===== src/rtl/eb_skp_controller_if.sv =====
// Read-side bundle between the RX elastic buffer,
// the SKP controller and the downstream decoder.
interface eb_skp_controller_if #(
   parameter int DATA_WIDTH = 10,
   parameter int FILL_WIDTH = 5
);
   logic [FILL_WIDTH-1:0] fill_level;
   logic [DATA_WIDTH-1:0] rd_head;
   logic [DATA_WIDTH-1:0] rd_next;
   logic [1:0]            rd_adv;
   logic [DATA_WIDTH-1:0] data_out;
   logic                  data_valid;
   logic                  skp_added;
   logic                  skp_removed;
   logic                  underflow;
   logic                  overflow;

   modport master (
      output fill_level, rd_head, rd_next,
      input  rd_adv, data_out, data_valid,
      input  skp_added, skp_removed,
      input  underflow, overflow
   );

   modport slave (
      input  fill_level, rd_head, rd_next,
      output rd_adv, data_out, data_valid,
      output skp_added, skp_removed,
      output underflow, overflow
   );
endinterface


===== src/rtl/eb_skp_controller.sv =====
// Elastic buffer read sequencer: keeps occupancy centred by
// inserting/deleting one SKP per SKP ordered set.
module eb_skp_controller #(
   parameter int DATA_WIDTH   = 10,
   parameter int BUFFER_DEPTH = 16,
   parameter int FILL_WIDTH   = 5,
   parameter int HIGH_WM      = 12,
   parameter int LOW_WM       = 4,
   parameter int START_LEVEL  = 8,
   parameter int MAX_SKP      = 5,
   parameter logic [DATA_WIDTH-1:0] COM_RDN = 10'h0FA,
   parameter logic [DATA_WIDTH-1:0] COM_RDP = 10'h305,
   parameter logic [DATA_WIDTH-1:0] SKP_RDN = 10'h0F4,
   parameter logic [DATA_WIDTH-1:0] SKP_RDP = 10'h30B
) (
   input  logic read_clk,
   input  logic rst_n,
   eb_skp_controller_if.slave bus
);

   localparam int CW = $clog2(MAX_SKP + 1);

   localparam logic [FILL_WIDTH-1:0] L_HIGH  = FILL_WIDTH'(HIGH_WM);
   localparam logic [FILL_WIDTH-1:0] L_LOW   = FILL_WIDTH'(LOW_WM);
   localparam logic [FILL_WIDTH-1:0] L_START = FILL_WIDTH'(START_LEVEL);
   localparam logic [FILL_WIDTH-1:0] L_DEPTH = FILL_WIDTH'(BUFFER_DEPTH);
   localparam logic [FILL_WIDTH-1:0] L_ONE   = FILL_WIDTH'(1);
   localparam logic [CW-1:0]         L_MAX   = CW'(MAX_SKP);
   localparam logic [CW-1:0]         L_INSLIM = CW'(MAX_SKP - 1);

   typedef enum logic [1:0] {
      S_FILL,
      S_RUN,
      S_OS
   } state_t;

   state_t                r_state;
   logic [CW-1:0]         r_skp_cnt;
   logic                  r_adj_done;
   logic [DATA_WIDTH-1:0] r_data;
   logic                  r_valid;
   logic                  r_skp_added;
   logic                  r_skp_removed;
   logic                  r_underflow;
   logic                  r_overflow;

   logic          w_is_com;
   logic          w_is_skp;
   logic          w_nxt_skp;
   logic          w_empty;
   logic          w_full;
   logic          w_os_skp;
   logic          w_del;
   logic          w_ins;
   logic [CW-1:0] w_cnt_inc;
   logic [1:0]    w_adv;

   assign w_is_com  = (bus.rd_head == COM_RDN) || (bus.rd_head == COM_RDP);
   assign w_is_skp  = (bus.rd_head == SKP_RDN) || (bus.rd_head == SKP_RDP);
   assign w_nxt_skp = (bus.rd_next == SKP_RDN) || (bus.rd_next == SKP_RDP);
   assign w_empty   = (bus.fill_level == '0);
   assign w_full    = (bus.fill_level == L_DEPTH);
   assign w_cnt_inc = r_skp_cnt + CW'(1);

   assign w_os_skp = (r_state == S_OS) && w_is_skp && !w_empty;

   // rd_next is only trusted when at least two entries are present
   assign w_del = w_os_skp && !r_adj_done
                  && (bus.fill_level >= L_HIGH)
                  && (bus.fill_level > L_ONE)
                  && w_nxt_skp;

   assign w_ins = w_os_skp && !r_adj_done && !w_del
                  && (bus.fill_level <= L_LOW)
                  && (r_skp_cnt < L_INSLIM);

   always_comb begin
      w_adv = 2'd0;
      case (r_state)
         S_RUN, S_OS: begin
            if (w_empty)    w_adv = 2'd0;
            else if (w_del) w_adv = 2'd2;
            else if (w_ins) w_adv = 2'd0;
            else            w_adv = 2'd1;
         end
         default: w_adv = 2'd0;
      endcase
   end

   always_ff @(posedge read_clk or negedge rst_n) begin
      if (!rst_n) begin
         r_state       <= S_FILL;
         r_skp_cnt     <= '0;
         r_adj_done    <= 1'b0;
         r_data        <= '0;
         r_valid       <= 1'b0;
         r_skp_added   <= 1'b0;
         r_skp_removed <= 1'b0;
         r_underflow   <= 1'b0;
         r_overflow    <= 1'b0;
      end else begin
         r_skp_added   <= 1'b0;
         r_skp_removed <= 1'b0;
         r_underflow   <= 1'b0;
         if (w_full) r_overflow <= 1'b1;
         case (r_state)
            S_FILL: begin
               r_valid <= 1'b0;
               if (bus.fill_level >= L_START) r_state <= S_RUN;
            end
            S_RUN, S_OS: begin
               if (w_empty) begin
                  r_valid     <= 1'b0;
                  r_underflow <= 1'b1;
                  r_state     <= S_FILL;
               end else begin
                  r_data  <= bus.rd_head;
                  r_valid <= 1'b1;
                  if (w_os_skp) begin
                     r_skp_cnt <= w_cnt_inc;
                     if (w_del) begin
                        r_skp_removed <= 1'b1;
                        r_adj_done    <= 1'b1;
                     end
                     if (w_ins) begin
                        r_skp_added <= 1'b1;
                        r_adj_done  <= 1'b1;
                     end
                     if (w_cnt_inc == L_MAX) r_state <= S_RUN;
                  end else if (w_is_com) begin
                     r_state    <= S_OS;
                     r_skp_cnt  <= '0;
                     r_adj_done <= 1'b0;
                  end else begin
                     r_state <= S_RUN;
                  end
               end
            end
            default: r_state <= S_FILL;
         endcase
      end
   end

   assign bus.rd_adv      = w_adv;
   assign bus.data_out    = r_data;
   assign bus.data_valid  = r_valid;
   assign bus.skp_added   = r_skp_added;
   assign bus.skp_removed = r_skp_removed;
   assign bus.underflow   = r_underflow;
   assign bus.overflow    = r_overflow;

endmodule


===== src/flat_wrapper.sv =====
// flat-port wrapper written by rule: the top's interface ports become plain ports
module eb_skp_controller_flat 
#(
   parameter int DATA_WIDTH   = 10,
   parameter int BUFFER_DEPTH = 16,
   parameter int FILL_WIDTH   = 5,
   parameter int HIGH_WM      = 12,
   parameter int LOW_WM       = 4,
   parameter int START_LEVEL  = 8,
   parameter int MAX_SKP      = 5,
   parameter logic [DATA_WIDTH-1:0] COM_RDN = 10'h0FA,
   parameter logic [DATA_WIDTH-1:0] COM_RDP = 10'h305,
   parameter logic [DATA_WIDTH-1:0] SKP_RDN = 10'h0F4,
   parameter logic [DATA_WIDTH-1:0] SKP_RDP = 10'h30B
)
  (read_clk, rst_n, bus_fill_level, bus_rd_head, bus_rd_next, bus_rd_adv, bus_data_out, bus_data_valid, bus_skp_added, bus_skp_removed, bus_underflow, bus_overflow);
  eb_skp_controller_if #(.DATA_WIDTH(DATA_WIDTH), .FILL_WIDTH(FILL_WIDTH)) bus_i ();
  input  logic read_clk;
  input  logic rst_n;
  input wire logic [$bits(bus_i.fill_level)-1:0] bus_fill_level;
  input wire logic [$bits(bus_i.rd_head)-1:0] bus_rd_head;
  input wire logic [$bits(bus_i.rd_next)-1:0] bus_rd_next;
  output wire logic [$bits(bus_i.rd_adv)-1:0] bus_rd_adv;
  output wire logic [$bits(bus_i.data_out)-1:0] bus_data_out;
  output wire logic [$bits(bus_i.data_valid)-1:0] bus_data_valid;
  output wire logic [$bits(bus_i.skp_added)-1:0] bus_skp_added;
  output wire logic [$bits(bus_i.skp_removed)-1:0] bus_skp_removed;
  output wire logic [$bits(bus_i.underflow)-1:0] bus_underflow;
  output wire logic [$bits(bus_i.overflow)-1:0] bus_overflow;
  assign bus_i.fill_level = bus_fill_level;
  assign bus_i.rd_head = bus_rd_head;
  assign bus_i.rd_next = bus_rd_next;
  assign bus_rd_adv = bus_i.rd_adv;
  assign bus_data_out = bus_i.data_out;
  assign bus_data_valid = bus_i.data_valid;
  assign bus_skp_added = bus_i.skp_added;
  assign bus_skp_removed = bus_i.skp_removed;
  assign bus_underflow = bus_i.underflow;
  assign bus_overflow = bus_i.overflow;
  eb_skp_controller #(.DATA_WIDTH(DATA_WIDTH), .BUFFER_DEPTH(BUFFER_DEPTH), .FILL_WIDTH(FILL_WIDTH), .HIGH_WM(HIGH_WM), .LOW_WM(LOW_WM), .START_LEVEL(START_LEVEL), .MAX_SKP(MAX_SKP), .COM_RDN(COM_RDN), .COM_RDP(COM_RDP), .SKP_RDN(SKP_RDN), .SKP_RDP(SKP_RDP)) u_core (.read_clk(read_clk), .rst_n(rst_n), .bus(bus_i));
endmodule

===== config.mk =====
export PLATFORM = sky130hd
export DESIGN_NAME = eb_skp_controller_flat
export DESIGN_NICKNAME = d
export VERILOG_FILES = /design/src/rtl/eb_skp_controller_if.sv /design/src/rtl/eb_skp_controller.sv /design/src/flat_wrapper.sv
export SDC_FILE = /design/constraint.sdc
export NUM_CORES = 1
export LEC_CHECK = 0
export ABC_AREA = 1
export ABC_CLOCK_PERIOD_IN_PS = 3800
export CORE_MARGIN = 10
export CORE_UTILIZATION = 49
export DETAILED_ROUTE_END_ITERATION = 8
export PLACE_DENSITY_LB_ADDON = 0.3
export RECOVER_POWER = 25
export SYNTH_ARGS = -nofsm -noshare
export SYNTH_HDL_FRONTEND = slang
export SYNTH_SLANG_ARGS = --single-unit

===== constraint.sdc =====
create_clock -name read_clk -period 3.8 [get_ports read_clk]
set_input_delay 0.76 -clock read_clk [delete_from_list [all_inputs] [get_ports read_clk]]
set_output_delay 0.76 -clock read_clk [all_outputs]
set_load 0.02 [all_outputs]

==> flow_summary.toml, run 1 <==
[status]
status = "finished clean"

[power_and_ir_drop]
swShare = 0.389
power.share.clock = 0.143
p_seq_frac = 0.400
switchingPower_w = 0.000299
vdd_drop_max_uv = 327
pwr_density_cell_nw_per_um2 = 432
leakage_nw = 0.831
power.total_w = 0.000769
p_int_w = 0.000469
pwr-share-comb = 0.457

[yosys]
synth_fp_nets = 208
ys_async_sr_fraction = 1.00
synthDistinctLibCells = 27
syn_inst = 176
syn_area_per_cell_um2 = 7.46
ys.flop_type = "dfrtp_1"
synth_edf_count = 0
synth_area_um2 = 1310
ys_ff_latch = 21
ys_seq_area_frac = 0.400
yosysWarnings = 0

[grt]
grt_max_degree = 27
track_usage = 0.133
met3_usage = 0.0441
grt_pass1_vias = 1321
grt_pass1_wl_mm = 5.73
antenna_found_initial = 0
grt_busiest_layer = "met2"
use_met2 = 0.242
use_met1 = 0.141
overflow = 0

[finish]
drive_gt1_frac = 0.0860
fillers = 205
area_growth_pct = 35.7
num_antenna_cells = 0
fin_area_um2 = 1780
fin_nets = 254
multi_input_area_um2 = 643
seqCellArea_um2 = 526
fin_util = 0.706

[cts]
cts_buffer_depth = 2
root_buffer = "clkbuf_4"
clk_transition_reported_paths_ps = 110
postCtsSetupBuffers = 0
ctsResizeCount = 0
cts.sinks = 21
clock_latency_ps = 310
numCtsBuffers = 3
h-tree-depth = 1
hold_buffers = 0
cts_tree = "built"

[flow_run]
cap_violations = 0

[sta]
fin_crit_ps = 3560
period_share = 0.938
rsz0062_at_grt = "no"
tns_ps = 0
slew_headroom = 0.384
fmax_mhz = 281
final_max_slew_viol_count = 0
max_slew.worst_pin.slew_ps = 922
hold_violations = 0
timing.final.ws_setup_ps = 237
setup_viol = 0
finClkSkew_ps = 8.82

[critical_path]
end_kind = "output pin"
crit_type = "input port to output pin"
cp.arrival_ps = 2800
crit_fanout = 4
required_ps = 3040
worst_r2r_path_depth = 8
cp-start-kind = "input port"

[floorplan]
die_x_um = 71.8
die_h_um = 71.8
start_util = 0.520
rows = 18
io_pins = 44
core_area_um2 = 2520
dieArea_um2 = 5150

[routing]
ant_nets = 0
drc_errors = 0
vias = 1307
routed_via_density = 5.21
first_pass_iters = 4
drtIter0Drc = 85
wl_per_cell_um = 13.6
routed_wl_mm = 3.42

[min_path]
hp-class = "register to register"
holdPathStages = 2

[placement]
placed_cell_area_um2 = 1770
place_congestion = 0.843
dp_hpwl_mm = 2.87
io_buffers = 43
dpl_worst_slack_ps = 264
routing by layer:
layer  share of wire  vias to the layer above
met5               0                        -
met4           0.015                        0
met3           0.068                        7
met2            0.52                       44
met1            0.40                      607
li1                -                      649
through the flow:
stage / std cells / hold WS (ps)
finish: 251 / 501
global route: 251 / 527
CTS: 251 / 505
detailed placement: 247 / 475
global placement: 247 / 453
floorplan: 176 / 464
synthesized netlist by cell type, types with 2 or more instances:
library cell	count	share of area
dfrtp_1	21	0.40
a21oi_2	2	0.013
nand2_4	3	0.026
nor3_1	5	0.019
nor2_2	2	0.0095
inv_1	30	0.086
ha_1	5	0.048
o21ai_0	15	0.057
nand4_1	5	0.024
nand2_1	44	0.13
a21oi_1	2	0.0076
nor2_1	16	0.046
nand3_1	12	0.046
state kept, by name, indices dropped and copies added, names as in the netlist:
register and cells:
u_core.bus.overflow 1, u_core.bus.skp_removed 1, u_core.bus.underflow 1, u_core.r_state 2
u_core.r_adj_done 1, u_core.r_skp_cnt 3, u_core.bus.skp_added 1, u_core.bus.data_out 10
u_core.bus.data_valid 1
cells by family after synthesis:
kind of cell	after synthesis	share of synthesized area
buf+inv	33	0.0982
flops	21	0.400
simple gates	93	0.336
xor+xnor	1	0.00667
compound gates	23	0.112
fa+ha+maj	5	0.0477
area by class of cell:
| cell class | count | area share |
|---|---|---|
| inverters | 31 | 0.0654 |
| well taps | 30 | 0.0211 |
| clock inverters | 1 | 0.00281 |
| multi-input cells | 122 | 0.361 |
| repair buffers | 43 | 0.242 |
| clock buffers | 3 | 0.0126 |
| flip-flops and latches | 21 | 0.295 |
cells in the final DEF (no fill, tap or decap), types with 2 or more instances in the layout:
cell type,instances
a21oi_1,2
a21oi_2,2
clkbuf_4,3
clkdlybuf4s50_1,42
dfrtp_1,21
ha_1,5
inv_1,30
nand2_1,45
nand2_4,2
nand3_1,12
nand4_1,5
nor2_1,17
nor2_2,2
nor3_1,5
o21ai_0,15
worst paths after layout:
kind | end | slack (ps) | startpoint
worst max-delay path | bus_rd_adv[1] | 240 | bus_rd_head[4]
worst min-delay path | u_core.bus.data_valid | 500 | u_core.bus.data_valid
worst max register to register | u_core.r_state[0] | 2220 | u_core.r_state[0]
worst min register to register | u_core.bus.data_valid | 500 | u_core.bus.data_valid
max in group asynchronous | u_core.bus.overflow | 2220 | rst_n
min in group asynchronous | u_core.bus.data_out[1] | 1010 | rst_n
power groups by stage:
stage | Combinational (W) | Sequential, W | Clock, W
6_report | 0.000351 | 0.000308 | 0.000110
5_1_grt | 0.000387 | 0.000315 | 0.000120
4_1_cts | 0.000358 | 0.000308 | 0.000112
3_5_place_dp | 0.000357 | 0.000313 | 0
3_3_place_gp | 0.000348 | 0.000307 | 0
2_1_floorplan | 0.000135 | 0.000366 | 0
critical path, cell delays in order:
cell             delay [ps]
clkdlybuf4s50_1         480
nand2_1                  70
nor2_2                  180
nand4_1                 140
a21boi_2                220
nand3_2                 110
nor3_1                  190
clkdlybuf4s50_1         650
(Power assumes the default switching activity.)
==> run 2: changes to the inputs <==
--- a/config.mk
+++ b/config.mk
@@ -9,3 +9,2 @@
 export ABC_CLOCK_PERIOD_IN_PS = 3800
-export CORE_MARGIN = 10
 export CORE_UTILIZATION = 49
==> constraint.sdc (replaced) <==
create_clock -name read_clk -period 3.8 [get_ports read_clk]
set_input_delay 0.38 -clock read_clk [delete_from_list [all_inputs] [get_ports read_clk]]
set_output_delay 0.38 -clock read_clk [all_outputs]
set_load 0.02 [all_outputs]
==> run 2 against run 1 <==
Net effect: critical path depth did not move; count of clock-buffer cells in the layout did not move; via count rose by 2.7%; clock skew fell by 6.9 ps; cell count did not move; clock power rose by 4%; power rose by 0.37%; hold slack got worse by 8.9 ps; critical endpoint is now bus_rd_adv[0]; highest routed layer unchanged.
==> flow_summary.toml, run 2 (synthesis gave the netlist of run 1 again) <==
[cts]
postCtsSetupBuffers = 0
cts_buffer_depth = 2
clock_latency_ps = 320
clk_transition_reported_paths_ps = 120
cts.sinks = 21
cts_tree = "built"
numCtsBuffers = 3
root_buffer = "clkbuf_4"
h-tree-depth = 1
hold_buffers = 0
ctsResizeCount = 0

[sta]
max_slew.worst_pin.slew_ps = 952
hold_violations = 0
tns_ps = 0
setup_viol = 0
final_max_slew_viol_count = 0
rsz0062_at_grt = "no"
slew_headroom = 0.364
period_share = 0.738
worst_hold_slack_ps = 492
fin_crit_ps = 2800
fmax_mhz = 357
finClkSkew_ps = 1.95

[power_and_ir_drop]
p_seq_frac = 0.396
swShare = 0.391
p_int_w = 0.000470
switchingPower_w = 0.000302
pwr-share-comb = 0.456
vdd_drop_max_uv = 425
power.share.clock = 0.148
pwr_density_cell_nw_per_um2 = 433
leakage_nw = 0.831

[routing]
drc_errors = 0
routed_wl_mm = 3.22
first_pass_iters = 4
routed_via_density = 5.35
drtIter0Drc = 42
vias = 1342
wl_per_cell_um = 12.8
ant_nets = 0

[finish]
final_common_cell = "nand2_1"
drive_gt1_frac = 0.0860
largest_reg_flops = 10
fin_area_um2 = 1780
final_cells = 251
fin_nets = 254
final_cell_mix = "nand2_1 (45), clkdlybuf4s50_1 (42), inv_1 (30)"
num_antenna_cells = 0
area_growth_pct = 35.7

[placement]
placed_cell_area_um2 = 1770
place_congestion = 0.826
dp_cells = 247
io_buffers = 43
dp_hpwl_mm = 2.48

[floorplan]
die_x_um = 53.8
dieArea_um2 = 2890
core_area_um2 = 2500
start_util = 0.525
die_h_um = 53.8
io_pins = 44
rows = 18

[critical_path]
crit_chain = "clkdlybuf4s50_1 > or2_4 > nor2_1 > nand2_1 > nand4_1 > a21oi_2 > nor2_1 > clkdlybuf4s50_1"
end_kind = "output pin"
worst_r2r_path_depth = 6
r2r_slack_ps = 2200
cp-start-kind = "input port"
reg2reg_to = "u_core.r_state[0]"
crit_fanout = 6
r2r_start = "u_core.r_state[0]"
required_ps = 3420
crit_slowest_cell = "clkdlybuf4s50_1"
cpPeakStageDelay_ps = 620
crit_type = "input port to output pin"
cp.arrival_ps = 2420

[grt]
grt_max_degree = 27
grt_pass1_vias = 1184
grt_pass1_wl_mm = 4.98
overflow = 0
antenna_found_initial = 0
track_usage = 0.243

[status]
status = "finished clean"

[min_path]
min-delay-start = "u_core.bus.overflow"
hold_end = "u_core.bus.overflow"
hp-class = "register to register"
holdPathStages = 1

[flow_run]
cap_violations = 0
[run 2: cell counts in the layout (fill, tap and decap cells not counted)]
Identical to the previous run, type by type.
[run 2: through the flow]
| stage | power, W | worst slack, ps | util |
|---|---|---|---|
| global route | 0.000815 | 882 | 0.712 |
| CTS | 0.000776 | 1040 | 0.718 |
| detailed placement | 0.000663 | 1050 | 0.707 |
| global placement | 0.000648 | 1090 | 0.707 |
| finish | 0.000771 | 997 | 0.712 |
| floorplan | 0.000501 | 1950 | - |
[run 2: how the worst max path moves through the flow]
stage,startpoint,end,depth (start not counted)
floorplan,bus_rd_head[5],bus_rd_adv[1],6
global placement,bus_rd_head[5],bus_rd_adv[1],8
detailed placement,bus_rd_head[1],bus_rd_adv[1],8
CTS,bus_rd_head[0],bus_rd_adv[1],8
global route,bus_rd_head[0],bus_rd_adv[1],8
finish,bus_fill_level[0],bus_rd_adv[0],8
[run 2: critical path: cells and delay by family]
family	cells	cell delay, ps
AO/OA/AOI/OAI	1	60
buffers and inverters	2	1020
AND/OR/NAND/NOR	5	970
[run 2: layout make-up]
class	instances	area, um2
Fill cell	200	719
Tap cell	30	37.5
Clock inverter	1	5.00
Timing Repair Buffer	43	430
Multi-Input combinational cell	122	643
Inverter	31	116
Sequential cell	21	526
Clock buffer	3	22.5
[run 2: power groups by stage]
stage,sequential (W),clock [W],combinational (W)
6_report,0.000306,0.000114,0.000352
5_1_grt,0.000310,0.000125,0.000381
4_1_cts,0.000306,0.000116,0.000354
3_5_place_dp,0.000311,0,0.000352
3_3_place_gp,0.000307,0,0.000342
2_1_floorplan,0.000366,0,0.000135
[run 2: layer usage]
metal	GRT usage	part of all wire
met5	0	0
met4	0.0965	0.022
met3	0.0593	0.078
met2	0.436	0.50
met1	0.271	0.40
==> run 3: changes to the inputs <==
- ABC_CLOCK_PERIOD_IN_PS: 3800 -> 2510
- CORE_UTILIZATION: 49 -> 41
- clock period: 3.8 -> 2.51 ns (I/O delays scaled with it)
==> run 3 against run 2 <==
Net effect: die area is 19% higher; critical path depth is 3 higher; first-iteration DRC count is 14% higher; combinational power is 54% higher; critical endpoint unchanged; critical path type unchanged; via count is 6.4% lower; sequential power is 50% higher; global-route usage is 5.2 points lower; largest cell class unchanged; clock power is 46% higher.
==> flow_summary.toml, run 3 (synthesis gave the netlist of run 1 again) <==
[critical_path]
cp.arrival_ps = 2160
worst_r2r_path_depth = 9
end_kind = "output pin"
crit_chain = "clkdlybuf4s50_1 > inv_1 > nand2_1 > buf_4 > nor2_1 > nand3_1 > nand2_1 > nand4_1 > a21oi_2 > nor2_1 > clkdlybuf4s50_1"
cpPeakStageDelay_ps = 530
crit_type = "input port to output pin"
r2r_slack_ps = 860
reg2reg_to = "u_core.r_state[0]"
required_ps = 2260
crit_start = "bus_rd_head[3]"
crit_slowest_cell = "clkdlybuf4s50_1"
crit_fanout = 2
cp-start-kind = "input port"
r2r_start = "u_core.r_state[0]"

[sta]
hold_violations = 0
finClkSkew_ps = 5.36
setup_viol = 0
slew_headroom = 0.245
fmax_mhz = 415
final_max_slew_viol_count = 0
max_slew.worst_pin.slew_ps = 1130
rsz0062_at_grt = "no"
period_share = 0.960
fin_crit_ps = 2410
tns_ps = 0
worst_hold_slack_ps = 486

[status]
status = "finished clean"

[cts]
h-tree-depth = 1
cts.sinks = 21
cts_buffer_depth = 2
cts_tree = "built"
root_buffer = "clkbuf_4"
ctsResizeCount = 1
postCtsSetupBuffers = 0
clk_transition_reported_paths_ps = 110
clock_latency_ps = 310
numCtsBuffers = 3
hold_buffers = 0

[routing]
wl_per_cell_um = 10.2
drc_errors = 0
vias = 1256
first_pass_iters = 4
routed_wl_mm = 2.82
drtIter0Drc = 48
routed_via_density = 4.55
ant_nets = 0

[finish]
fin_nets = 265
fillers = 295
drive_gt1_frac = 0.129
final_cells = 276
num_antenna_cells = 0
largest_reg_flops = 10
seqCellArea_um2 = 526
area_growth_pct = 43.9
fin_util = 0.619
final_cell_mix = "nand2_1 (44), clkdlybuf4s50_1 (41), inv_1 (30)"
multi_input_area_um2 = 658
final_common_cell = "nand2_1"

[placement]
dp_cells = 272
place_congestion = 0.797
dp_hpwl_mm = 2.27
io_buffers = 43

[grt]
overflow = 0
antenna_found_initial = 0
grt_pass1_vias = 1211
grt_max_degree = 26
grt_pass1_wl_mm = 4.92
track_usage = 0.191

[min_path]
hold_end = "u_core.bus.overflow"
holdPathStages = 1
hp-class = "register to register"
min-delay-start = "u_core.bus.overflow"

[power_and_ir_drop]
leakage_nw = 0.894
vdd_drop_max_uv = 341
pwr_density_cell_nw_per_um2 = 618

[floorplan]
die_h_um = 58.6
rows = 20
die_x_um = 58.6
dieArea_um2 = 3430
io_pins = 44
start_util = 0.430
core_area_um2 = 3050

[flow_run]
cap_violations = 0
-- run 3: cell count changes in the layout (fill, tap and decap cells not counted), sizes merged --
cell	previous run	this run
clkbuf	3	5
clkinv	1	0
buf	0	10
clkdlybuf4s50	42	41
dlygate4sd2	0	1
-- run 3: worst max path at each step --
| stage | to | cells past startpoint |
|---|---|---|
| 4_1_cts | bus_rd_adv[0] | 11 |
| 3_5_place_dp | bus_rd_adv[1] | 8 |
| 6_report | bus_rd_adv[0] | 11 |
| 3_3_place_gp | bus_rd_adv[1] | 8 |
| 2_1_floorplan | bus_rd_adv[1] | 5 |
| 5_1_grt | bus_rd_adv[0] | 11 |
-- run 3: layer usage --
| metal | GRT usage | wire length [um] |
|---|---|---|
| met4 | 0.0918 | 53 |
| met5 | 0 | 0 |
| met2 | 0.319 | 1280 |
| met1 | 0.238 | 1360 |
| met3 | 0.0352 | 123 |
-- run 3: report_power, final --
part	leakage (nW)	internal (W)	switching, W	total (W)
Combinational	0.626	0.000249	0.000293	0.000542
Sequential	0.252	0.000418	0.0000416	0.000460
Clock	0.0150	0.0000621	0.000105	0.000167
Total	0.894	0.000729	0.000439	0.00117
-- run 3: area by class of cell --
class                           count  share of cell area
Clock buffer                        4              0.0139
Inverter                           31              0.0616
Multi-Input combinational cell    122               0.348
Sequential cell                    21               0.278
Tap cell                           44              0.0291
Timing Repair Buffer               54               0.269
-- run 3: through the flow --
stage          power [W]  setup WS (ps)  cell area [um2]
2_1_floorplan   0.000759            805             1310
3_3_place_gp     0.00101           21.2             1870
3_5_place_dp     0.00101           27.7             1870
4_1_cts          0.00118            101             1890
5_1_grt          0.00126           6.60             1890
6_report         0.00117            101             1890
-- run 3: worst max-delay path, delay by kind of cell --
kind                   cells  cell delay, ps
AOI/OAI and AO/OA          1             160
and+or+nand+nor            6             560
buffers and inverters      4            1200
